File: config.mk
export PLATFORM = sky130hd
export DESIGN_NAME = f_delay_fifo_flat
export DESIGN_NICKNAME = d
export VERILOG_FILES = /design/src/rtl/f_delay_fifo_if.sv /design/src/rtl/f_delay_fifo.sv /design/src/flat_wrapper.sv
export SDC_FILE = /design/constraint.sdc
export NUM_CORES = 1
export LEC_CHECK = 0
export BUFFER_PORTS_ARGS = -buffer_cell sky130_fd_sc_hd__buf_4
export CORE_MARGIN = 2
export CORE_UTILIZATION = 65
export CTS_BUF_LIST = sky130_fd_sc_hd__clkbuf_4
export DETAILED_ROUTE_END_ITERATION = 10
export PLACE_DENSITY = 0.84
export REMOVE_ABC_BUFFERS = 1
export SLEW_MARGIN = 20
export SYNTH_ARGS = -nofsm -noshare
export SYNTH_HDL_FRONTEND = slang
export SYNTH_SLANG_ARGS = --single-unit
export TNS_END_PERCENT = 50
File: constraint.sdc
create_clock -name i_clk -period 6.36 [get_ports i_clk]
set_input_delay 0.954 -clock i_clk [delete_from_list [all_inputs] [get_ports i_clk]]
set_output_delay 0.954 -clock i_clk [all_outputs]
set_load 0.1 [all_outputs]
File: src/rtl/f_delay_fifo_if.sv
// rtl/f_delay_fifo_if.sv - write/read handshake bundle for f_delay_fifo
interface f_delay_fifo_if #(
  parameter int pSIZE  = 2,
  parameter int pDEPTH = 16
);
  logic                      i_wr_en;
  logic [pSIZE-1:0]          i_wr_data;
  logic                      o_full;
  logic                      o_afull;
  logic                      o_rd_valid;
  logic                      i_rd_ready;
  logic [pSIZE-1:0]          o_rd_data;
  logic [$clog2(pDEPTH):0]   o_count;
  logic                      o_ovf;
  logic                      i_ovf_clr;

  modport master (
    output i_wr_en, i_wr_data, i_rd_ready, i_ovf_clr,
    input  o_full, o_afull, o_rd_valid, o_rd_data, o_count, o_ovf
  );

  modport slave (
    input  i_wr_en, i_wr_data, i_rd_ready, i_ovf_clr,
    output o_full, o_afull, o_rd_valid, o_rd_data, o_count, o_ovf
  );
endinterface

File: src/rtl/f_delay_fifo.sv
// rtl/f_delay_fifo.sv - FWFT FIFO behind the delay line; F_DELAY_FIFO_OVF_EN adds a sticky overflow flag
module f_delay_fifo #(
  parameter int pSIZE         = 2,
  parameter int pDEPTH        = 16,
  parameter int pAFULL_MARGIN = 2
) (
  input  logic        i_clk,
  input  logic        i_rst_n,
  f_delay_fifo_if.slave bus
);
  localparam int AW = $clog2(pDEPTH);
  localparam int CW = AW + 1;
  localparam logic [CW-1:0] DEPTH_C    = CW'(pDEPTH);
  localparam logic [CW-1:0] AFULL_TH_C = CW'(pDEPTH - pAFULL_MARGIN);

  logic [pSIZE-1:0] mem [pDEPTH];
  logic [AW-1:0]    wr_ptr_q, wr_ptr_d;
  logic [AW-1:0]    rd_ptr_q, rd_ptr_d;
  logic [CW-1:0]    count_q, count_d;
  logic             pop, push, drop;

  assign bus.o_full     = (count_q == DEPTH_C);
  assign bus.o_afull    = (count_q >= AFULL_TH_C);
  assign bus.o_rd_valid = (count_q != '0);
  assign bus.o_count    = count_q;
  assign bus.o_rd_data  = mem[rd_ptr_q];

  always_comb begin
    pop      = bus.o_rd_valid & bus.i_rd_ready;
    // a full FIFO still takes a write when the head leaves in the same cycle
    push     = bus.i_wr_en & (~bus.o_full | pop);
    drop     = bus.i_wr_en & bus.o_full & ~pop;
    wr_ptr_d = wr_ptr_q;
    rd_ptr_d = rd_ptr_q;
    count_d  = count_q;
    if (push) wr_ptr_d = wr_ptr_q + AW'(1);
    if (pop)  rd_ptr_d = rd_ptr_q + AW'(1);
    case ({push, pop})
      2'b10:   count_d = count_q + CW'(1);
      2'b01:   count_d = count_q - CW'(1);
      default: count_d = count_q;
    endcase
  end

  always_ff @(posedge i_clk or negedge i_rst_n) begin
    if (!i_rst_n) begin
      wr_ptr_q <= '0;
      rd_ptr_q <= '0;
      count_q  <= '0;
    end else begin
      wr_ptr_q <= wr_ptr_d;
      rd_ptr_q <= rd_ptr_d;
      count_q  <= count_d;
    end
  end

  // storage is deliberately not reset
  always_ff @(posedge i_clk) begin
    if (push) mem[wr_ptr_q] <= bus.i_wr_data;
  end

`ifdef F_DELAY_FIFO_OVF_EN
  logic ovf_q, ovf_d;

  always_comb begin
    ovf_d = ovf_q;
    if (drop)               ovf_d = 1'b1;
    else if (bus.i_ovf_clr) ovf_d = 1'b0;
  end

  always_ff @(posedge i_clk or negedge i_rst_n) begin
    if (!i_rst_n) ovf_q <= 1'b0;
    else          ovf_q <= ovf_d;
  end

  assign bus.o_ovf = ovf_q;
`else
  logic unused_ovf;
  assign unused_ovf = bus.i_ovf_clr | drop;
  assign bus.o_ovf  = 1'b0;
`endif
endmodule

File: src/flat_wrapper.sv
// flat-port wrapper written by rule: the top's interface ports become plain ports
module f_delay_fifo_flat 
#(
  parameter int pSIZE         = 2,
  parameter int pDEPTH        = 16,
  parameter int pAFULL_MARGIN = 2
)
  (i_clk, i_rst_n, bus_i_wr_en, bus_i_wr_data, bus_i_rd_ready, bus_i_ovf_clr, bus_o_full, bus_o_afull, bus_o_rd_valid, bus_o_rd_data, bus_o_count, bus_o_ovf);
  f_delay_fifo_if #(.pSIZE(pSIZE), .pDEPTH(pDEPTH)) bus_i ();
  input  logic i_clk;
  input  logic i_rst_n;
  input wire logic [$bits(bus_i.i_wr_en)-1:0] bus_i_wr_en;
  input wire logic [$bits(bus_i.i_wr_data)-1:0] bus_i_wr_data;
  input wire logic [$bits(bus_i.i_rd_ready)-1:0] bus_i_rd_ready;
  input wire logic [$bits(bus_i.i_ovf_clr)-1:0] bus_i_ovf_clr;
  output wire logic [$bits(bus_i.o_full)-1:0] bus_o_full;
  output wire logic [$bits(bus_i.o_afull)-1:0] bus_o_afull;
  output wire logic [$bits(bus_i.o_rd_valid)-1:0] bus_o_rd_valid;
  output wire logic [$bits(bus_i.o_rd_data)-1:0] bus_o_rd_data;
  output wire logic [$bits(bus_i.o_count)-1:0] bus_o_count;
  output wire logic [$bits(bus_i.o_ovf)-1:0] bus_o_ovf;
  assign bus_i.i_wr_en = bus_i_wr_en;
  assign bus_i.i_wr_data = bus_i_wr_data;
  assign bus_i.i_rd_ready = bus_i_rd_ready;
  assign bus_i.i_ovf_clr = bus_i_ovf_clr;
  assign bus_o_full = bus_i.o_full;
  assign bus_o_afull = bus_i.o_afull;
  assign bus_o_rd_valid = bus_i.o_rd_valid;
  assign bus_o_rd_data = bus_i.o_rd_data;
  assign bus_o_count = bus_i.o_count;
  assign bus_o_ovf = bus_i.o_ovf;
  f_delay_fifo #(.pSIZE(pSIZE), .pDEPTH(pDEPTH), .pAFULL_MARGIN(pAFULL_MARGIN)) u_core (.i_clk(i_clk), .i_rst_n(i_rst_n), .bus(bus_i));
endmodule
-- Word level (Yosys, flattened, before mapping)
Memory sizes are Yosys's and may differ from the RTL's.
Cells that the tools add are included.
- RAM bits: 32
- logic and storage cells: 21
- output and inout bits: 11
- memories: 1
- register bits after elaboration: 13
- input bits: 7
- memory list (name ; depth ; bits a word ; rd ports ; clocked after Yosys merged registers in ; write ports ; line ; source):
    u_core.mem ; 16 ; 2 ; 1 ; 0 ; 1 ; f_delay_fifo.sv:16 ; logic [pSIZE-1:0] mem [pDEPTH];
- magnitude comparators: 1
- bitwise gates (word level): 4
- $add $sub $neg: 4
- reduce and logical (&&, ||, !) cells: 2
- multiplexer cells: 3
- equality and inequality tests: 3
- operator list (operator ; count):
    one-hot mux 5 bit (2 select lines) ; 1
    adder 4 x 1 -> 4 bit, second input constant ; 2
    adder 5 x 1 -> 5 bit, second input constant ; 1
    equality test 5 bit, second input constant ; 1
    greater-or-equal comparator 5 x 4 -> 1 bit, second input constant ; 1
    nonzero test 5 bit ; 1
    subtractor 5 x 1 -> 5 bit, second input constant ; 1
    bitwise AND 1 bit ; 2
    equality test 2 x 1 -> 1 bit, second input constant ; 1
    equality test 2 bit, second input constant ; 1
    2-to-1 mux 1 bit ; 2
    nonzero test 2 bit ; 1
    NOT 1 bit ; 1
    OR 1 bit ; 1

-- Longest topological paths before layout
Gate-level depths: netlist of the first run.
- depth after elaboration: 6
- mapped depth: 9
- mapped depth without buffers: 9

-- Worst setup path before layout of the first run
OpenSTA, ideal clock, no wires.
- path kind: flip-flop to flip-flop
- start: reg u_core.count_q[1] (netlist: u_core.bus.o_count[1])
- end: reg u_core.count_q[4] (netlist: u_core.bus.o_count[4])
- clock period less this slack: 3611 ps
- setup time: 171 ps
- setup slack: 2749 ps
- buffers on the path: 0
- data arrival time: 3440 ps
- required time: 6189 ps
- stages on the path, launching flop included: 10
- cell sequence: dfrtp_1 nor4_2 nand2b_1 nand3_1 inv_1 ha_1 nand2b_1 a211o_1 o211ai_1 o211ai_1
- cells in the longest elaborated chain, start to end: 6
- elaborated cells on any way between the ends: 12
- those cells by class: add/sub (2); eq/ne (3); mux (1); bitwise (4); reduce/logical (2)
- ends and longest elaborated chain (item ; line ; source):
    start: declaration ; f_delay_fifo.sv:19 ; logic [CW-1:0] count_q, count_d;
    start signal: assignment ; f_delay_fifo.sv:53 ; count_q <= count_d;
    nonzero test 5 bit * ; f_delay_fifo.sv:24 ; assign bus.o_rd_valid = (count_q != '0);
    net bus_o_rd_valid ; flat_wrapper.sv:18 ; output wire logic [$bits(bus_i.o_rd_valid)-1:0] bus_o_rd_valid;
    bitwise AND 1 bit * ; f_delay_fifo.sv:29 ; pop = bus.o_rd_valid & bus.i_rd_ready;
    OR 1 bit ; f_delay_fifo.sv:31 ; push = bus.i_wr_en & (~bus.o_full | pop);
    bitwise AND 1 bit ; f_delay_fifo.sv:31 ;
    equality test 2 x 1 -> 1 bit or equality test 2 bit (tied branches) ; f_delay_fifo.sv:38 ; case ({push, pop})
    one-hot mux 5 bit (2 select lines) or nonzero test 2 bit (tied branches) ; -- ;
The timed path passes the listed nets; every way through them passes the cells marked *.
A chain may end at the register's enable or synchronous reset.

-- Final worst setup path of the first run
- start: reg u_core.rd_ptr_q[0]
- end: out bus_o_rd_data[0]
- cells in the longest elaborated chain, start to end: 1
- ends and longest elaborated chain (item ; line ; source):
    start: declaration ; f_delay_fifo.sv:18 ; logic [AW-1:0] rd_ptr_q, rd_ptr_d;
    start signal: assignment ; f_delay_fifo.sv:52 ; rd_ptr_q <= rd_ptr_d;
    memory (16 x 2 bit) ; -- ;
    end: declaration ; flat_wrapper.sv:19 ; output wire logic [$bits(bus_i.o_rd_data)-1:0] bus_o_rd_data;
Every way passes these cells.

==> metrics.md, run 1 <==
| Metric | Value |
|---|---|
| Number of port buffers | `15` |
| Slowest cell on crit path | `dfrtp_1` |
| Grt ovf | `0` |
| CORE AREA | `3310 um2` |
| Max Freq | `a little over 300 MHz` |
| Start point of the critical path | `u_core.rd_ptr_q[0]$_DFFE_PN0N_` |
| Fraction of synthesized area in multiplexers | `0.112` |
| Critical R2R Launch | `u_core.bus.o_count[1]$_DFFE_PN0P_` |
| Met1 Usage GRT | `0.302` |
| Simple-gate share of the synthesized area | `0.122` |
| Clock Latency Late Sink | `approximately 0.35 ns` |
| Post-CTS setup buffers | `0` |
| Post-route minimum period | `between 3 and 4 ns` |
| Layout Utilization | `0.735` |
| Grt peak-use layer | `met2` |
| CTS tree | `built` |
| Clk slew on worst S/H paths | `0.12 ns` |
| # resized after CTS | `0` |
| Capture point of the worst reg-to-reg path | `u_core.bus.o_count[4]$_DFFE_PN0P_` |
| Status | `completed` |
| Number of max-cap violations | `0` |
| Buf/Inv on CP | `1` |
| Detailed-route via count | `~1.2k` |
| Sequential fraction of the synthesis area | `0.580` |
| Synth Register Bits | `45` |
| Commonest non-fill, non-tap cell in the layout | `edfxtp_1` |
| Std cell rows | `21` |
| Avg WL per Cell | `16.5 um` |
| Cell Chain, Critical Path | `mux4_2, nor2b_1, a211oi_1, a21oi_1, buf_4` |
| Synth Instances | `approximately 160` |
| First-pass GRT wire length | `roughly 6.2 mm` |
| # IOs | `18` |
| Final Setup Violations | `0` |
| First-pass iteration count of the detailed router | `4` |
| Slew Viols, Final | `0` |
| Reg2reg path depth | `9` |
| Bufs on Longest Clock Path | `2` |
| Share of layout cells above drive strength 1 | `0.227` |
| Final Instance Area | `2430 um2` |
| Startpoint Class | `flop` |
| CTS sink count | `45` |
| Setup repair after global routing missed its margin | `no` |
| Synth Area in Adders | `0.0542` |
| Met2 usage | `0.327` |
| Critical Path AT | `about 2.3 ns` |
| Ys async rst share | `0.289` |
| Clk_skew | `0.00534 ns` |
| Largest stage delay, worst path | `0.74 ns` |
| DP Area | `2350 um2` |
| Top cells by area, synth | `edfxtp_1 43%, dfrtp_1 15%, mux4_2 8.1%` |
| Fin worst setup slack | `3.09 ns` |
| Pre-CTS setup slack | `3.44 ns` |
| Worst Hold Class | `input pin to asynchronous set/reset pin` |
| Dominant combinational cell family by area after synthesis | `simple AND/OR/NAND/NOR gates` |
| Hold buffers post-CTS | `0` |
| Die Y | `62.4 um` |
| Via density | `approximately 5.7` |
| DRC | `0` |
| Crit-path max FO | `11` |
| Setup_tns | `0 ns` |
| Global-route met3 utilization | `0.0486` |
| Number of global-route vias before repair | `1271` |
| Placer Congestion | `0.805` |
| Largest area contributor in the netlist | `edfxtp_1` |
| Kind of critical path | `flop to primary output` |
| Post-synth EDFFs | `32` |
| Final period util | `0.515` |
| Nets@finish | `roughly 190` |
| Worst Tran Pin Value | `0.615 ns` |
| Commonest non-fill, non-tap cells in the layout | `32 x edfxtp_1, 16 x and2_1, 15 x buf_4` |
| Starting Density | `0.670` |
| Share of the synthesized area in the top cell type | `0.433` |
| Crit path max-delay family | `flip-flops` |
| Total number of yosys warnings | `0` |
| Post-Synthesis Mean Instance Area | `around 14 um2` |
| Max_slew headroom | `0.586` |
| Final wirelength | `3.59 mm` |
| Main flop type after synthesis | `edfxtp_1` |
| Largest net degree at the start of global routing | `17` |
| Synth-to-layout area growth | `9.76%` |
| Final ANT Viol Nets | `0` |
| Kind of end point of the critical path | `primary output` |
| Synth Area in Compound Gates | `0.0688` |
| ANT cells | `0` |
| Initial drt markers | `94` |
| Final hold violations | `0` |
| Post-Syn Area | `2220 um2` |
| R2R Setup Slk | `3.64 ns` |
| CTS Root Cell | `clkbuf_4` |
| Gr usage total | `0.211` |
| Hpwl dp | `2.64 mm` |
| Die width | `62.4 um` |
| CP required | `~5.4 ns` |
| XOR/XNOR Fraction of Synth Area | `0.0356` |
| H-tree Lvls | `2` |
| CTS Buf Count | `5` |
| Die area | `3890 um2` |
| Count of cell types in the netlist | `42` |
| Initial antenna violation count | `0` |
## cell usage after synthesis, types with 2 or more instances
cell	n
edfxtp_1	32
and2_1	16
dfrtp_1	13
ha_1	8
mux4_2	8
xnor2_1	8
inv_1	6
a21oi_1	5
nand2_1	5
nand2b_1	5
nand3_1	5
nor2_1	5
a211oi_1	2
a32o_1	2
buf_2	2
buf_4	2
clkbuf_1	2
mux2i_1	2
nor2b_1	2
o211ai_1	2
o21ai_0	2
## cell type report
class / instances / area (um2)
Clock buffer: 6 / 45.0
Inverter: 6 / 22.5
Fill cell: 233 / 877
Multi-Input combinational cell: 98 / 876
Timing Repair Buffer: 15 / 113
Clock inverter: 2 / 33.8
Sequential cell: 45 / 1290
Tap cell: 46 / 57.6
## sequential cells by signal, summed over array words and instances, names as in the netlist
signal	flops
u_core.mem	32
u_core.bus.o_count	5
u_core.rd_ptr_q	4
u_core.wr_ptr_q	4
## through the flow
stage | hold slack, ns | instances
3_5_place_dp | 0.529 | 210
3_3_place_gp | 0.510 | 210
6_report | 0.419 | 218
2_1_floorplan | 0.494 | 149
4_1_cts | 0.413 | 218
5_1_grt | 0.413 | 218
## cell families after synthesis
group,Yosys count
AOI/OAI and AO/OA,20
xor gates and xnor gates,9
adders and majority gates,9
buffers and inverters,12
DFF,45
muxes,13
other,1
and+or+nand+nor,46
## worst max path at each step
stage	end	slack [ns]	cells past startpoint
floorplan	u_core.bus.o_count[4]$_DFFE_PN0P_	2.75	9
global placement	bus_o_rd_data[1]	3.46	5
detailed placement	bus_o_rd_data[1]	3.44	5
CTS	bus_o_rd_data[0]	3.04	5
global route	bus_o_rd_data[1]	2.94	5
finish	bus_o_rd_data[0]	3.09	5
## per-layer routing
layer / share of wire / vias up / wire [um]
met1: 0.46 / 600 / 1650
met3: 0.043 / 6 / 153
met5: 0 / - / 0
met2: 0.49 / 33 / 1750
li1: - / 608 / -
met4: 0.012 / 0 / 44
Power of run 1 is left out: the tool's default activity adds up to more than one toggle a clock period on the data nets, which glitch-free logic cannot reach.
==> run 2: changes to the inputs <==
--- a/config.mk
+++ b/config.mk
@@ -7,10 +7,10 @@
 export LEC_CHECK = 0
 export BUFFER_PORTS_ARGS = -buffer_cell sky130_fd_sc_hd__buf_4
 export CORE_MARGIN = 2
-export CORE_UTILIZATION = 65
+export CORE_UTILIZATION = 61
 export CTS_BUF_LIST = sky130_fd_sc_hd__clkbuf_4
 export DETAILED_ROUTE_END_ITERATION = 10
-export PLACE_DENSITY = 0.84
+export PLACE_DENSITY = 0.79
 export REMOVE_ABC_BUFFERS = 1
 export SLEW_MARGIN = 20
 export SYNTH_ARGS = -nofsm -noshare
==> constraint.sdc (replaced) <==
create_clock -name i_clk -period 3.4 [get_ports i_clk]
set_input_delay 0.51 -clock i_clk [delete_from_list [all_inputs] [get_ports i_clk]]
set_output_delay 0.51 -clock i_clk [all_outputs]
set_load 0.1 [all_outputs]
==> metrics.md, run 2 (synthesis results as in run 1) <==
| Metric | Value |
|---|---|
| Starting Density | `0.649` |
| Placer Congestion | `0.797` |
| Max Freq | `351 MHz` |
| Number of port buffers | `15` |
| H-tree Lvls | `2` |
| Final hold violations | `0` |
| Final ANT Viol Nets | `0` |
| Slowest cell on crit path | `dfrtp_1` |
| Share of layout cells above drive strength 1 | `0.236` |
| Status | `completed` |
| Met2 usage | `0.344` |
| Die width | `64.3 um` |
| DRC | `0` |
| Hpwl dp | `2.82 mm` |
| Hold buffers post-CTS | `1` |
| Std cell rows | `21` |
| Startpoint Class | `flop` |
| CP required | `2.89 ns` |
| Filler instances | `253` |
| Final Setup Violations | `0` |
| Max reg flops | `32` |
| CTS Root Cell | `clkbuf_4` |
| ANT cells | `0` |
| Register area | `roughly 1300 um2` |
| Number of max-cap violations | `0` |
| Critical Path AT | `around 2.3 ns` |
| Avg WL per Cell | `17.4 um` |
| Setup repair after global routing missed its margin | `no` |
| Setup_tns | `0 ns` |
| Commonest non-fill, non-tap cell in the layout | `edfxtp_1` |
| Fin worst setup slack | `around 0.55 ns` |
| Crit-path max FO | `11` |
| Worst Hold Class | `input pin to flop` |
| Max_slew headroom | `0.592` |
| R2R Setup Slk | `approximately 0.92 ns` |
| Global-route met3 utilization | `0.0528` |
| Post-CTS setup buffers | `0` |
| Dpl cells | `roughly 210` |
| CORE AREA | `3420 um2` |
| Post-route minimum period | `2.85 ns` |
| # resized after CTS | `0` |
| Final period util | `0.838` |
| Reg with most FFs | `u_core.mem` |
| Kind of critical path | `flop to primary output` |
| Pre-CTS setup slack | `0.914 ns` |
| Grt ovf | `0` |
| Die Y | `64.3 um` |
| First-pass GRT wire length | `about 6.7 mm` |
| Worst Tran Pin Value | `0.603 ns` |
| Number of global-route vias before repair | `1303` |
| Kind of end point of the critical path | `primary output` |
| Largest stage delay, worst path | `0.75 ns` |
| Cell Chain, Critical Path | `mux4_2, nor2b_1, a211oi_1, a21oi_1, buf_4` |
| Bufs on Longest Clock Path | `2` |
| Clk_skew | `roughly 0.016 ns` |
| Die area | `4130 um2` |
| Fin cells | `220` |
| First-pass iteration count of the detailed router | `4` |
| # IOs | `18` |
| Final wirelength | `3.83 mm` |
| Clk slew on worst S/H paths | `around 0.12 ns` |
| Via density | `5.96` |
| Layout Utilization | `0.711` |
| Met1 Usage GRT | `0.309` |
| Slew Viols, Final | `0` |
| CTS sink count | `45` |
| Largest net degree at the start of global routing | `17` |
| Detailed-route via count | `approximately 1.3k` |
| Multi-input gate area | `876 um2` |
| Synth-to-layout area growth | `9.48%` |
| Grt peak-use layer | `met2` |
| Initial drt markers | `71` |
| Commonest non-fill, non-tap cells in the layout | `32 x edfxtp_1, 16 x and2_1, 16 x buf_4` |
| Nets@finish | `around 190` |
| Gr usage total | `0.220` |
| Clock Latency Late Sink | `0.36 ns` |
| CTS Buf Count | `5` |
| Initial antenna violation count | `0` |
| CTS tree | `built` |
==> run 2: cell types whose count changed in the layout (fill, tap and decap cells not counted) <==
cell	previous run	this run
dlygate4sd3_1	0	1
clkinv_1	1	0
buf_4	15	16
clkinv_2	0	2
bufinv_16	1	0
==> run 2: final timing paths <==
| check | startpoint | end | cells after the start |
|---|---|---|---|
| max in group asynchronous | i_rst_n | u_core.wr_ptr_q[3]$_DFFE_PN0P_ | 2 |
| worst min-delay path | bus_i_rd_ready | u_core.bus.o_count[1]$_DFFE_PN0P_ | 2 |
| worst min register to register | u_core.wr_ptr_q[3]$_DFFE_PN0P_ | u_core.wr_ptr_q[3]$_DFFE_PN0P_ | 1 |
| worst max register to register | u_core.bus.o_count[1]$_DFFE_PN0P_ | u_core.bus.o_count[4]$_DFFE_PN0P_ | 10 |
| worst max-delay path | u_core.rd_ptr_q[0]$_DFFE_PN0N_ | bus_o_rd_data[1] | 5 |
| min in group asynchronous | i_rst_n | u_core.rd_ptr_q[2]$_DFFE_PN0N_ | 2 |
==> run 2: routing by layer <==
layer,vias up,wire (um)
li1,608,-
met1,649,1640
met2,48,1910
met3,6,218
met4,0,57
met5,-,0
==> run 2: area by class of cell <==
type / instances / share of cell area
clock buffers: 6 / 0.0186
clock inverters: 2 / 0.00412
inverters: 6 / 0.00928
multi-input cells: 98 / 0.361
flip-flops and latches: 45 / 0.530
well taps: 46 / 0.0237
repair buffers: 17 / 0.0536
==> run 2: per-stage QoR <==
stage,hold slack (ns),cell area (um2)
global placement,0.367,2360
finish,0.438,2430
floorplan,0.214,2180
CTS,0.432,2430
detailed placement,0.373,2360
global route,0.442,2430
==> run 2: critical path, delay by kind of cell (launching register included) <==
family | cells | cell delay (ns)
compound gates | 2 | 0.27
buf+inv | 1 | 0.24
simple gates | 1 | 0.14
flops | 1 | 0.75
mux | 1 | 0.57
Power of run 2 is left out for the same reason.
==> run 3: changes to the inputs <==
--- a/config.mk
+++ b/config.mk
@@ -7,10 +7,10 @@
 export LEC_CHECK = 0
 export BUFFER_PORTS_ARGS = -buffer_cell sky130_fd_sc_hd__buf_4
 export CORE_MARGIN = 2
-export CORE_UTILIZATION = 61
+export CORE_UTILIZATION = 55
 export CTS_BUF_LIST = sky130_fd_sc_hd__clkbuf_4
 export DETAILED_ROUTE_END_ITERATION = 10
-export PLACE_DENSITY = 0.79
+export PLACE_DENSITY = 0.75
 export REMOVE_ABC_BUFFERS = 1
 export SLEW_MARGIN = 20
 export SYNTH_ARGS = -nofsm -noshare
==> constraint.sdc (replaced) <==
create_clock -name i_clk -period 2.6 [get_ports i_clk]
set_input_delay 0.39 -clock i_clk [delete_from_list [all_inputs] [get_ports i_clk]]
set_output_delay 0.39 -clock i_clk [all_outputs]
set_load 0.1 [all_outputs]
==> metrics.md, run 3 (synthesis results as in run 1) <==
| Metric | Value |
|---|---|
| Post-route minimum period | `2.49 ns` |
| Setup_tns | `0 ns` |
| Detailed-route via count | `around 1.3k` |
| Critical R2R Launch | `u_core.bus.o_count[1]$_DFFE_PN0P_` |
| Number of global-route vias before repair | `1277` |
| Share of layout cells above drive strength 1 | `0.253` |
| Start point of the critical path | `u_core.rd_ptr_q[0]$_DFFE_PN0N_` |
| CTS sink count | `45` |
| Slew Viols, Final | `0` |
| Layout Utilization | `0.631` |
| First-pass iteration count of the detailed router | `4` |
| Clock Latency Late Sink | `around 0.34 ns` |
| Initial antenna violation count | `0` |
| Final wirelength | `between 3 and 4 mm` |
| Final Setup Violations | `0` |
| CTS tree | `built` |
| Die Y | `67.5 um` |
| Kind of critical path | `flop to primary output` |
| Nets@finish | `193` |
| Critical Path AT | `2.10 ns` |
| Setup crit end | `bus_o_rd_data[1]` |
| Fin cells | `228` |
| CP required | `around 2.2 ns` |
| Reg with most FFs | `u_core.mem` |
| Grt ovf | `0` |
| Starting Density | `0.562` |
| Die area | `4550 um2` |
| CTS Root Cell | `clkbuf_4` |
| Die width | `67.5 um` |
| Filler instances | `315` |
| Max reg flops | `32` |
| CORE AREA | `3940 um2` |
| Clk slew on worst S/H paths | `0.13 ns` |
| Initial drt markers | `48` |
| Reg2reg path depth | `9` |
| Final ANT Viol Nets | `0` |
| DRC | `0` |
| R2R Setup Slk | `roughly 0.22 ns` |
| Avg WL per Cell | `16.4 um` |
| Via density | `5.61` |
| Crit-path max FO | `6` |
| Worst Tran Pin Value | `approximately 0.52 ns` |
| H-tree Lvls | `2` |
| Max Freq | `401 MHz` |
| Startpoint Class | `flop` |
| Dpl cells | `216` |
| Gr usage total | `0.183` |
| Bufs on Longest Clock Path | `2` |
| Capture point of the worst reg-to-reg path | `u_core.bus.o_count[4]$_DFFE_PN0P_` |
| Commonest non-fill, non-tap cells in the layout | `32 x edfxtp_1, 20 x buf_4, 16 x and2_1` |
| Kind of end point of the critical path | `primary output` |
| Final Instance Area | `2490 um2` |
| Std cell rows | `23` |
| Largest net degree at the start of global routing | `17` |
| ANT cells | `0` |
| Number of port buffers | `15` |
| Max_slew headroom | `0.651` |
| DP Area | `2370 um2` |
| Placer Congestion | `approximately 0.85` |
| HP Start | `bus_i_wr_data[0]` |
| First-pass GRT wire length | `6.03 mm` |
| # IOs | `18` |
| Worst Hold Class | `input pin to flop` |
| Hpwl dp | `~2.8 mm` |
| Final period util | `0.958` |
| Number of max-cap violations | `0` |
| CTS Buf Count | `5` |
| Status | `completed` |
| Synth-to-layout area growth | `12.2%` |
| Final hold violations | `0` |
| Commonest non-fill, non-tap cell in the layout | `edfxtp_1` |
| Clk_skew | `0.00779 ns` |
[run 3: per-layer routing]
metal | vias up | part of all wire | track usage
li1 | 617 | - | -
met1 | 633 | 0.47 | 0.247
met2 | 19 | 0.49 | 0.299
met3 | 9 | 0.024 | 0.0417
met4 | 0 | 0.015 | 0.0536
met5 | - | 0 | 0
[run 3: area by class of cell]
class	count	area (um2)	share of cell area
clock buffer	5	37.5	0.0151
clock inverter	3	41.3	0.0166
inverter	6	22.5	0.00905
multi-input combinational	98	876	0.352
sequential	45	1290	0.518
tap	50	62.6	0.0252
timing repair buffer	21	160	0.0644
[run 3: per-stage QoR]
step	worst slack, ns	hold WS [ns]
3_5_place_dp	0.275	0.244
2_1_floorplan	-1.01	0.0944
4_1_cts	0.00496	0.340
3_3_place_gp	0.343	0.243
5_1_grt	-0.00763	0.341
6_report	0.109	0.357
[run 3: worst min path at each step]
stage / to / slack, ns / cells after the start
after CTS: u_core.bus.o_count[1]$_DFFE_PN0P_ / 0.34 / 2
after global placement: u_core.rd_ptr_q[1]$_DFFE_PN0N_ / 0.24 / 1
final: u_core.mem[9][0]$_DFFE_PP_ / 0.36 / 1
after global routing: u_core.mem[14][1]$_DFFE_PP_ / 0.34 / 1
after detailed placement: u_core.rd_ptr_q[1]$_DFFE_PN0N_ / 0.24 / 1
after floorplan: u_core.bus.o_count[0]$_DFFE_PN0P_ / 0.09 / 0
[run 3: repair_timing]
item | 4_1_cts | 5_1_grt
hold buffers | 1 | 0
setup buffers | 0 | 3
gates resized for setup | 1 | 0
setup endpoints to repair | 2 | 1
pin swaps | 0 | 0
endpoints found under the hold margin | 13 | 0
[run 3: critical path, cell delays in order (launching register included)]
cell      delay, ns
dfrtp_2        0.45
buf_4          0.19
mux4_2         0.50
a211oi_1       0.29
a21oi_1        0.07
buf_4          0.24
Power of run 3 is left out for the same reason.
